### src/rtl/adpll_ctrl_pkg.sv
// Shared types and helpers for the ADPLL lock sequencer.
// Holds the FSM state encoding, the gain-select codes and the error-magnitude function.
package adpll_ctrl_pkg;

  typedef enum logic [1:0] {
    IDLE   = 2'd0,
    COARSE = 2'd1,
    FINE   = 2'd2,
    LOCKED = 2'd3
  } lock_state_t;

  localparam logic [1:0] GAIN_WIDE   = 2'd2;
  localparam logic [1:0] GAIN_MED    = 2'd1;
  localparam logic [1:0] GAIN_NARROW = 2'd0;

  // -128 has no positive 8-bit counterpart, so it saturates to 127.
  function automatic logic [7:0] err_abs(input logic signed [7:0] e);
    if (e == 8'sh80)
      return 8'd127;
    else if (e[7])
      return ~e + 8'd1;
    else
      return e;
  endfunction

endpackage

### src/rtl/adpll_lock_ctrl_consec_counter.sv
// Saturating consecutive-hit counter shared by the sample streak and the watchdog.
// reached flags the hit that brings the count up to term_count.
module consec_counter #(
  parameter int WIDTH = 4
) (
  input  logic             clk,
  input  logic             rst_n,
  input  logic             hit,
  input  logic             clear,
  input  logic [WIDTH-1:0] term_count,
  output logic             reached
);

  logic [WIDTH-1:0] count;

  assign reached = hit && (count == term_count - 1'b1);

  always_ff @(posedge clk) begin
    if (!rst_n)
      count <= '0;
    else if (clear)
      count <= '0;
    else if (hit && (count != term_count))
      count <= count + 1'b1;
  end

endmodule

### src/rtl/adpll_lock_ctrl.sv
// ADPLL acquisition/lock sequencer: steps loop gain wide -> medium -> narrow and reports lock.
// Optional acquisition watchdog compiled in with ADPLL_LOCK_TIMEOUT_EN.
//
// state  | meaning
// IDLE   | loop disabled, DCO held, wide gain
// COARSE | wide-gain acquisition, waiting for coarse-settled streak
// FINE   | medium gain, waiting for locked streak
// LOCKED | narrow gain, watching for loss-of-lock streak
module adpll_lock_ctrl
  import adpll_ctrl_pkg::*;
#(
  parameter int COARSE_THRESH   = 32,
  parameter int COARSE_COUNT    = 4,
  parameter int LOCK_THRESH     = 4,
  parameter int LOCK_COUNT      = 16,
  parameter int UNLOCK_THRESH   = 16,
  parameter int UNLOCK_COUNT    = 4,
  parameter int TIMEOUT_SAMPLES = 1024
) (
  input  logic       fpga_clk_i,
  input  logic       reset_n_i,
  input  logic       enable_i,
  input  logic [7:0] error_i,
  input  logic       error_valid_i,
  output logic [1:0] gain_sel_o,
  output logic       hold_o,
  output logic       locked_o,
  output logic [1:0] state_o,
  output logic       timeout_o
);

  localparam int MAX_CNT_A = (COARSE_COUNT > LOCK_COUNT) ? COARSE_COUNT : LOCK_COUNT;
  localparam int MAX_CNT   = (MAX_CNT_A > UNLOCK_COUNT) ? MAX_CNT_A : UNLOCK_COUNT;
  localparam int CNT_W     = $clog2(MAX_CNT + 1);

  localparam logic [7:0] C_TH = 8'(COARSE_THRESH);
  localparam logic [7:0] L_TH = 8'(LOCK_THRESH);
  localparam logic [7:0] U_TH = 8'(UNLOCK_THRESH);

  lock_state_t      state, state_nxt;
  logic [7:0]       mag;
  logic             cnt_hit, cnt_fail, cnt_clear, cnt_reached;
  logic [CNT_W-1:0] cnt_tc;
  logic             wd_fire;

  assign mag = err_abs(error_i);

  always_comb begin
    cnt_hit  = 1'b0;
    cnt_fail = 1'b0;
    cnt_tc   = '0;
    case (state)
      COARSE: begin
        cnt_tc = CNT_W'(COARSE_COUNT);
        if (error_valid_i) begin
          cnt_hit  = (mag <= C_TH);
          cnt_fail = (mag >  C_TH);
        end
      end
      FINE: begin
        cnt_tc = CNT_W'(LOCK_COUNT);
        if (error_valid_i) begin
          cnt_hit  = (mag <= L_TH);
          cnt_fail = (mag >  L_TH);
        end
      end
      LOCKED: begin
        cnt_tc = CNT_W'(UNLOCK_COUNT);
        if (error_valid_i) begin
          cnt_hit  = (mag >  U_TH);
          cnt_fail = (mag <= U_TH);
        end
      end
      default: ;
    endcase
  end

  // Priority, lowest to highest: streak transitions, watchdog, disable.
  always_comb begin
    state_nxt = state;
    case (state)
      IDLE:    state_nxt = COARSE;
      COARSE:  if (cnt_reached) state_nxt = FINE;
      FINE: begin
        if (error_valid_i && (mag > C_TH))
          state_nxt = COARSE;
        else if (cnt_reached)
          state_nxt = LOCKED;
      end
      LOCKED:  if (cnt_reached) state_nxt = FINE;
      default: state_nxt = IDLE;
    endcase
    if (wd_fire)
      state_nxt = COARSE;
    if (!enable_i)
      state_nxt = IDLE;
  end

  assign cnt_clear = (state_nxt != state) | cnt_fail | wd_fire;

  consec_counter #(.WIDTH(CNT_W)) u_streak (
    .clk        (fpga_clk_i),
    .rst_n      (reset_n_i),
    .hit        (cnt_hit),
    .clear      (cnt_clear),
    .term_count (cnt_tc),
    .reached    (cnt_reached)
  );

`ifdef ADPLL_LOCK_TIMEOUT_EN
  localparam int WD_W = $clog2(TIMEOUT_SAMPLES + 1);

  logic wd_hit, wd_clear, tmo_q, tmo_r;

  assign wd_hit   = enable_i & error_valid_i & ((state == COARSE) || (state == FINE));
  assign wd_clear = wd_fire | (state_nxt == IDLE) | (state_nxt == LOCKED);

  consec_counter #(.WIDTH(WD_W)) u_watchdog (
    .clk        (fpga_clk_i),
    .rst_n      (reset_n_i),
    .hit        (wd_hit),
    .clear      (wd_clear),
    .term_count (WD_W'(TIMEOUT_SAMPLES)),
    .reached    (wd_fire)
  );

  // Extra stage lines the pulse up with the state_o change it causes.
  always_ff @(posedge fpga_clk_i) begin
    if (!reset_n_i) begin
      tmo_q <= 1'b0;
      tmo_r <= 1'b0;
    end else begin
      tmo_q <= wd_fire;
      tmo_r <= tmo_q;
    end
  end

  assign timeout_o = tmo_r;
`else
  assign wd_fire   = 1'b0;
  assign timeout_o = 1'b0;
`endif

  always_ff @(posedge fpga_clk_i) begin
    if (!reset_n_i) begin
      state      <= IDLE;
      state_o    <= IDLE;
      gain_sel_o <= GAIN_WIDE;
      hold_o     <= 1'b1;
      locked_o   <= 1'b0;
    end else begin
      state    <= state_nxt;
      state_o  <= state;
      hold_o   <= (state == IDLE);
      locked_o <= (state == LOCKED);
      case (state)
        FINE:    gain_sel_o <= GAIN_MED;
        LOCKED:  gain_sel_o <= GAIN_NARROW;
        default: gain_sel_o <= GAIN_WIDE;
      endcase
    end
  end

endmodule

### config.mk
export PLATFORM = sky130hd
export DESIGN_NAME = adpll_lock_ctrl
export DESIGN_NICKNAME = d
export VERILOG_FILES = /design/src/rtl/adpll_ctrl_pkg.sv /design/src/rtl/adpll_lock_ctrl_consec_counter.sv /design/src/rtl/adpll_lock_ctrl.sv
export SDC_FILE = /design/constraint.sdc
export NUM_CORES = 1
export LEC_CHECK = 0
export ABC_AREA = 1
export BUFFER_PORTS_ARGS = -buffer_cell sky130_fd_sc_hd__buf_2
export CORE_UTILIZATION = 50
export DETAILED_ROUTE_END_ITERATION = 10
export PLACE_DENSITY = 0.69
export SYNTH_ARGS = -nofsm -noshare
export SYNTH_HDL_FRONTEND = slang
export SYNTH_SLANG_ARGS = --single-unit
### constraint.sdc
create_clock -name fpga_clk_i -period 2.5 [get_ports fpga_clk_i]
set_clock_uncertainty 0.15 [all_clocks]
set_input_delay 0.125 -clock fpga_clk_i [delete_from_list [all_inputs] [get_ports fpga_clk_i]]
set_output_delay 0.125 -clock fpga_clk_i [all_outputs]
set_load 0.01 [all_outputs]
# == After elaboration in Yosys (flattened, before gate mapping) ==
# Index checks and enable logic that the tools add are counted.
# totals
reg_bits,13
out_inout_bits,7
word_cells,48
# op_classes
n_eq_ne,7
reduce_logical,6
bitwise,3
order_cmp,6
muxes,17
n_addsub,3
# ops
cell,n
$mux W8,2
$pmux W5 S2,1
$add A8 B1 Y8 const B,1
$eq A8 B8 Y1 const B,1
$gt A8 B3 Y1 const B,1
$gt A8 B5 Y1 const B,1
$gt A8 B6 Y1 const B,1
$le A8 B3 Y1 const B,1
$le A8 B5 Y1 const B,1
$le A8 B6 Y1 const B,1
$mux W2,4
$not A8 Y8,1
$mux W1,6
$pmux W1 S3,2
$pmux W2 S3,1
$add A5 B1 Y5 const B,1
$eq A5 B5 Y1,1
$ne A5 B5 Y1,1
$sub A5 B1 Y5 const B,1
$eq A2 B2 Y1 const B,2
$pmux W2 S2,1
$reduce_or A2 Y1,2
$logic_and A1 B1 Y1,3
$eq A2 B1 Y1 const B,1
other kinds (4),4

# == Logic depth before layout (Yosys ltp) ==
# Gate-level depths: netlist (run 1).
# depth
word_depth,15
ltp_mapped,17

# == Cells and area by module ==
# From an unflattened synthesis (run 1), not the netlist that was laid out.
# unflattened
hier_cells,190
area_unflattened_um2,1141.1
# by_module_without_submodules
module,instances,cells_per_inst,area_each_um2
adpll_lock_ctrl,1,116,678.2
consec_counter,1,74,462.9

# == Least setup slack after synthesis (run 1) ==
# No wires, ideal clock.
# synth_timing
kind,input port to flip-flop
start,input port error_i[0]
end,register u_streak.count[0]
path_slack_ns,0.700
t_arrival_ns,1.537
setup_ns,0.113
n_path_buf,0
stages,15
path_cell_list,inv_2 ha_1 nand2_1 inv_1 nand2_2 nand3_1 nor2_1 nand2_1 nand2_1 nand3_2 nor3_4 nand2_4 xor2_1 inv_1 nor2_1
# synth_between
elab_chain_len,15
elab_cells_between_ends,30
cone_classes,add/sub: 1; order compare: 6; eq/ne: 2; mux: 15; bitwise: 2; reduce/logical: 4
# synth_rtl
item,line_no,source
start: declaration,adpll_lock_ctrl.sv:23,"input logic [7:0] error_i,"
$not A8 Y8,adpll_ctrl_pkg.sv:21,return ~e + 8'd1;
$add A8 B1 Y8,adpll_ctrl_pkg.sv:21,
$mux W8,adpll_ctrl_pkg.sv:20,else if (e[7])
$mux W8 (*),adpll_ctrl_pkg.sv:18,if (e == 8'sh80)
$gt A8 B5 Y1 (tied with other cells),adpll_lock_ctrl.sv:70,cnt_hit = (mag > U_TH);
$mux W1 (on tied branches),"adpll_lock_ctrl.sv:69, adpll_lock_ctrl.sv:55, adpll_lock_ctrl.sv:62",
$pmux W1 S3,adpll_lock_ctrl.sv:52,case (state)
$logic_and A1 B1 Y1,adpll_lock_ctrl_consec_counter.sv:16,assign reached = hit && (count == term_count - 1'b1);
$mux W2,adpll_lock_ctrl.sv:87,else if (cnt_reached)
$mux W2,adpll_lock_ctrl.sv:85,if (error_valid_i && (mag > C_TH))
$pmux W2 S3,adpll_lock_ctrl.sv:81,case (state)
$mux W2,adpll_lock_ctrl.sv:95,if (!enable_i)
$ne A2 B2 Y1,adpll_lock_ctrl.sv:99,assign cnt_clear = (state_nxt != state) | cnt_fail | wd_fire;
$or A1 B1 Y1,adpll_lock_ctrl.sv:99,
$reduce_or A2 Y1 (no line),--,
end signal: assignment,adpll_lock_ctrl_consec_counter.sv:24,count <= count + 1'b1;
end: declaration,adpll_lock_ctrl_consec_counter.sv:14,logic [WIDTH-1:0] count;
# Every way passes the cells marked *; elsewhere a longest branch is shown, timed or not.
# A chain may end at the register's enable or synchronous reset.

# == Final worst setup path (run 1) ==
# layout_timing
start,register state[0]
end,register u_streak.count[4]
# layout_between
elab_chain_len,13
elab_cells_between_ends,21
cone_classes,add/sub: 1; eq/ne: 6; mux: 8; bitwise: 1; reduce/logical: 5
# layout_rtl
item,line_no,source
start: declaration,adpll_lock_ctrl.sv:40,"lock_state_t state, state_nxt;"
start signal: assignment,adpll_lock_ctrl.sv:152,state <= state_nxt;
$eq A2 B2 Y1 / $eq A2 B1 Y1 (equally long branches),"adpll_lock_ctrl.sv:52, adpll_lock_ctrl.sv:81",
$reduce_or A2 Y1 (no line),--,
$pmux W5 S2,adpll_lock_ctrl.sv:52,
$sub A5 B1 Y5,adpll_lock_ctrl_consec_counter.sv:16,
$eq A5 B5 Y1,adpll_lock_ctrl_consec_counter.sv:16,
$logic_and A1 B1 Y1,adpll_lock_ctrl_consec_counter.sv:16,
$mux W2,adpll_lock_ctrl.sv:87,
$mux W2,adpll_lock_ctrl.sv:85,
$pmux W2 S3,adpll_lock_ctrl.sv:81,
$mux W2,adpll_lock_ctrl.sv:95,
$ne A2 B2 Y1,adpll_lock_ctrl.sv:99,
$or A1 B1 Y1,adpll_lock_ctrl.sv:99,
$reduce_or A2 Y1 (no line),--,
# Parallel ways exist; a longest one is shown, timed or not.

==> results of run 1 <==
-- logic make-up (layout without fill, tap and decap cells) --
kind of cell               after synthesis  after routing  synth area share
DFF                                     13             13             0.259
xor gates and xnor gates                 5              5            0.0436
buffers and inverters                   32             52             0.143
adders and majority gates                3              3            0.0374
and+or+nand+nor                         92             92             0.458
AOI/OAI and AO/OA                       10             10            0.0548
other                                    1              1           0.00373
-- sequential cells by signal, indices dropped and copies added (netlist names) --
name / cells
gain_sel_o: 2
locked_o: 1
u_streak.count: 5
hold_o: 1
state: 2
state_o: 2
-- worst max-delay path, cell delays in order, from the launching register on --
cell	delay, ps
dfxtp_1	500
inv_1	130
o21ai_0	220
nand3_1	100
a21oi_1	220
nand4_1	180
nand3_2	130
nand2_1	60
nand3_2	110
nor2_1	50
-- routing by layer --
layer  track usage  routed length, um
met5             0                  0
met4        0.0400                  6
met3        0.0615                 59
met2         0.353                844
met1         0.287                979
-- cells in the mapped netlist --
master	count
buf_6	1
nand2_1	36
nand2_2	5
xnor2_1	1
nand2_4	1
inv_1	26
buf_4	1
a211oi_1	1
nor2_1	18
a21oi_1	3
o21ai_0	3
nor2_4	1
conb_1	1
clkbuf_8	1
nand4_1	4
a21boi_0	1
nor3_4	1
xor2_1	4
clkinv_1	1
inv_4	1
nand3_1	18
nand3_2	6
ha_1	3
inv_2	1
o21ai_1	2
dfxtp_1	13
nor2_2	2
-- placed cells by master (no fill, tap or decap), types with 2 or more instances in the layout --
master,instances
nand4_1,4
nand2_2,5
dfxtp_1,13
nand2_1,36
nand3_1,18
o21ai_1,2
nand3_2,6
o21ai_0,3
nor2_2,2
dlygate4sd3_1,2
clkbuf_4,3
ha_1,3
a21oi_1,3
nor2_1,18
buf_2,17
xor2_1,4
inv_1,26
-- final timing paths --
path,end,slack [ps],depth (start not counted)
max,u_streak.count[4],550,9
min,u_streak.count[1],200,7
max reg2reg,u_streak.count[4],550,9
min reg2reg,gain_sel_o[1],360,1
-- repair_timing --
action                                 in CTS  in global routing
endpoints found under the hold margin       6                  0
gates resized for setup                     0                  0
hold buffers                                2                  0
-- per-stage QoR --
step | utilization | setup WS, ps | cells | hold WS, ps | total power [uW]
floorplan | - | 700 | 156 | 83.7 | 284
global placement | 0.604 | 401 | 195 | 232 | 301
detailed placement | 0.604 | 387 | 195 | 229 | 302
CTS | 0.630 | 533 | 201 | 201 | 433
global route | 0.630 | 247 | 201 | 213 | 457
finish | 0.630 | 546 | 201 | 202 | 430
-- power groups by stage --
stage | combinational [uW] | clock (uW) | sequential [uW]
2_1_floorplan | 68.3 | 0 | 215
3_3_place_gp | 84.8 | 0 | 216
3_5_place_dp | 85.3 | 0 | 216
4_1_cts | 88.2 | 133 | 211
5_1_grt | 103 | 142 | 212
6_report | 88.9 | 130 | 211
-- layout make-up --
cell class                 instances  area, um^2  share of cell area
multi-input combinational        111         601               0.529
timing repair buffer              19         105              0.0926
sequential                        13         260               0.229
clock buffer                       4        26.3              0.0232
inverter                          29         111              0.0981
tap                               25        31.3              0.0276
==> flow_summary.json, run 1 <==
{
  "design_area_um2": 1130,
  "die_y_um": 46.8,
  "drtIter0Drc": 13,
  "final.setup.tns_ps": 0,
  "coreArea_um2": 1800,
  "crit_required_ps": 2530,
  "crit_fanout": 9,
  "status": "completed",
  "final_nets": 192,
  "yosysSeqAreaShare": 0.259,
  "worstSkewPairLatency_ps": 280,
  "setup-violations-final": 0,
  "numCtsBuffers": 3,
  "drc": 0,
  "critPathCaptureType": "register",
  "wire_per_inst_um": 9.40,
  "area_growth_pct": 13.0,
  "grt_usage": 0.216,
  "path_class": "reg -> reg",
  "syn_nets": 171,
  "drive_gt1_frac": 0.216,
  "hold_class": "in -> reg",
  "hp-start": "error_valid_i",
  "power.share.switching": 0.292,
  "cts_tree": "built",
  "seqPwrFrac": 0.492,
  "antennaDiodeCount": 0,
  "postRouteAntennaNets": 0,
  "die_w_um": 46.8,
  "vias": 961,
  "rows": 15,
  "clkTransAtPathRegs_ps": 80,
  "cts_buffer_depth": 2,
  "p_sw_uw": 126,
  "post_dp_cell_area_um2": 1090,
  "grt_max_degree": 10,
  "rsz0062_at_grt": "false",
  "vias_per_cell": 4.78,
  "critPathLaunchType": "register",
  "maxCapViolCount": 0,
  "fin_crit_sh": 0.782,
  "power.leakage_uw": 0.000586,
  "die-area_um2": 2190,
  "syn_inst": 156,
  "p_per_area_nw_per_um2": 379,
  "cts-root-buf": "clkbuf_4",
  "fill_cells": 185,
  "synthDistinctLibCells": 27,
  "ys_seq_elements": 13,
  "critPathLaunch": "state[0]",
  "fmax_mhz": 512,
  "r2r-start": "state[0]",
  "pwr-share-comb": 0.207,
  "syn_area_per_cell_um2": 6.44,
  "drtPass1Iterations": 4,
  "netlist.area_leader.share": 0.259,
  "clock_sinks": 13,
  "gp_congestion": 0.801,
  "drv_slew": 0,
  "grt_pass1_wl_mm": 3.49,
  "peakVddDrop_uv": 423,
  "syn_area_um2": 1000,
  "start_util": 0.558,
  "antenna_found_initial": 0,
  "yosys-top-cells-area": "dfxtp_1 (26%), nand2_1 (13%), inv_1 (9.7%)",
  "grt_pass1_vias": 895,
  "cts_setup_buffers": 0,
  "synth_top_area_cell": "dfxtp_1",
  "ios": 19,
  "routed_wl_mm": 1.89,
  "critPathArrivalTime_ps": 1980,
  "h-tree-depth": 1,
  "p_int_uw": 304,
  "fin_crit_ps": 1950,
  "dpl.hpwl_mm": 1.52,
  "port_buffers": 17,
  "yosys_warnings": 0,
  "hold_viol": 0,
  "power_frac_clock": 0.301,
  "gr-total-overflow": 0
}
Power figures use the tool's default switching activity.
==> inputs of run 2 (changes only) <==
- clock period: 2.5 -> 2 ns (I/O delays scaled with it)
==> run 2 against run 1 <==
Sequential share of layout area is 0.64 points lower. Sequential power increased by 24%. Utilization is 1.8 points higher. Fmax increased by 6.6%. Non-clock buffer count is 2 higher. Clock power grew 24%. Setup slack worse by 380 ps. Die area is the same. Count of clock-buffer cells in the layout stayed put. Cell area rose by 2.9%. Critical path type unchanged. Largest power group unchanged.
==> flow_summary.json, run 2 (synthesis results as in run 1) <==
{
  "crit_required_ps": 2070,
  "vias": 986,
  "final_nets": 194,
  "critPathLaunchType": "register",
  "maxCapViolCount": 0,
  "drv_slew": 0,
  "clkTransAtPathRegs_ps": 80,
  "setup-violations-final": 0,
  "crit_fanout": 5,
  "critPathArrivalTime_ps": 1910,
  "rsz0062_at_grt": "false",
  "setup_ws_ps": 167,
  "path_class": "reg -> reg",
  "port_buffers": 17,
  "drtPass1Iterations": 6,
  "grt_usage": 0.209,
  "drc": 0,
  "grt_pass1_wl_mm": 3.36,
  "place_ws_ps": -85.3,
  "regMostFlops": "u_streak.count",
  "power.leakage_uw": 0.000596,
  "largest_register_ffs": 5,
  "clock_sinks": 13,
  "critPathSlowestCell": "dfxtp_1",
  "h-tree-depth": 1,
  "fin_cells": 203,
  "grt_pass1_vias": 851,
  "die_w_um": 46.8,
  "dpl.hpwl_mm": 1.52,
  "postRouteAntennaNets": 0,
  "final_common_cell": "nand2_1",
  "cts_tree": "built",
  "antennaDiodeCount": 0,
  "numCtsBuffers": 3,
  "p_per_area_nw_per_um2": 466,
  "r2r_slack_ps": 170,
  "grt_max_degree": 10,
  "cts-root-buf": "clkbuf_4",
  "peakVddDrop_uv": 257,
  "vias_per_cell": 4.86,
  "critPathCaptureType": "register",
  "worstSkewPairLatency_ps": 280,
  "gr-total-overflow": 0,
  "hold_class": "in -> reg",
  "gp_congestion": 0.850,
  "fin_crit_sh": 0.917,
  "cp_cell_sequence": "inv_1, nor2_1, a21boi_0, nor2_2, nand4_1, nand3_2, nand2_1, nand3_4, nor2_2",
  "wire_per_inst_um": 9.67,
  "final_core_util": 0.648,
  "fmax_mhz": 546,
  "crit_top_cell": "nor2_2",
  "drtIter0Drc": 28,
  "die-area_um2": 2190,
  "coreArea_um2": 1800,
  "rows": 15,
  "routed_wl_mm": 1.96,
  "hold_viol": 0,
  "cts_buffer_depth": 2,
  "dp_cells": 197,
  "cp_slowest_stage_delay_ps": 420,
  "hold_slack_ps": 190,
  "final_cell_mix": "nand2_1 (35), inv_1 (26), nand3_1 (18), buf_2 (17), nor2_1 (16)",
  "die_y_um": 46.8,
  "ios": 19,
  "drive_gt1_frac": 0.247,
  "fin_crit_ps": 1830,
  "antenna_found_initial": 0,
  "status": "completed",
  "area_growth_pct": 16.2,
  "start_util": 0.558
}
-- run 2: power breakdown --
part           total, uW  internal (uW)  switching [uW]
Clock                161           77.3            83.4
Combinational        121           45.7            75.0
Sequential           262            261            1.02
Total                544            384             159
-- run 2: area by class of cell --
class | count | area (um^2)
Inverter | 29 | 111
Multi-Input combinational cell | 111 | 618
Sequential cell | 13 | 260
Fill cell | 188 | 634
Clock buffer | 4 | 26.3
Tap cell | 25 | 31.3
Timing Repair Buffer | 21 | 120
-- run 2: worst paths after layout --
kind / from / end / cells after the start
worst max register to register: state[1] / u_streak.count[4] / 9
worst min-delay path: error_valid_i / state[1] / 5
worst min register to register: state[1] / gain_sel_o[1] / 1
worst max-delay path: state[1] / u_streak.count[4] / 9
-- run 2: per-layer routing --
layer | track usage | part of all wire
met5 | 0 | 0
met4 | 0.0514 | 0.013
met3 | 0.0577 | 0.037
met2 | 0.342 | 0.46
met1 | 0.273 | 0.49
-- run 2: worst max-delay path, delay by kind of cell, from the launching register on --
family,cells,cell delay (ps)
and+or+nand+nor,7,850
DFF,1,420
AOI/OAI and AO/OA,1,250
buffers and inverters,1,110
-- run 2: metrics by stage --
step / TNS (ps) / instance area (um^2) / total power [uW]
3_5_place_dp: -395 / 1100 / 381
2_1_floorplan: 0 / 1000 / 354
5_1_grt: 0 / 1170 / 579
3_3_place_gp: -167 / 1100 / 379
4_1_cts: 0 / 1150 / 543
6_report: 0 / 1170 / 544
-- run 2: timing repair --
action	in CTS	in global routing
endpoints found under the hold margin	8	0
gates resized for setup	0	5
setup endpoints to repair	0	3
hold buffers	2	0
setup buffers	0	0
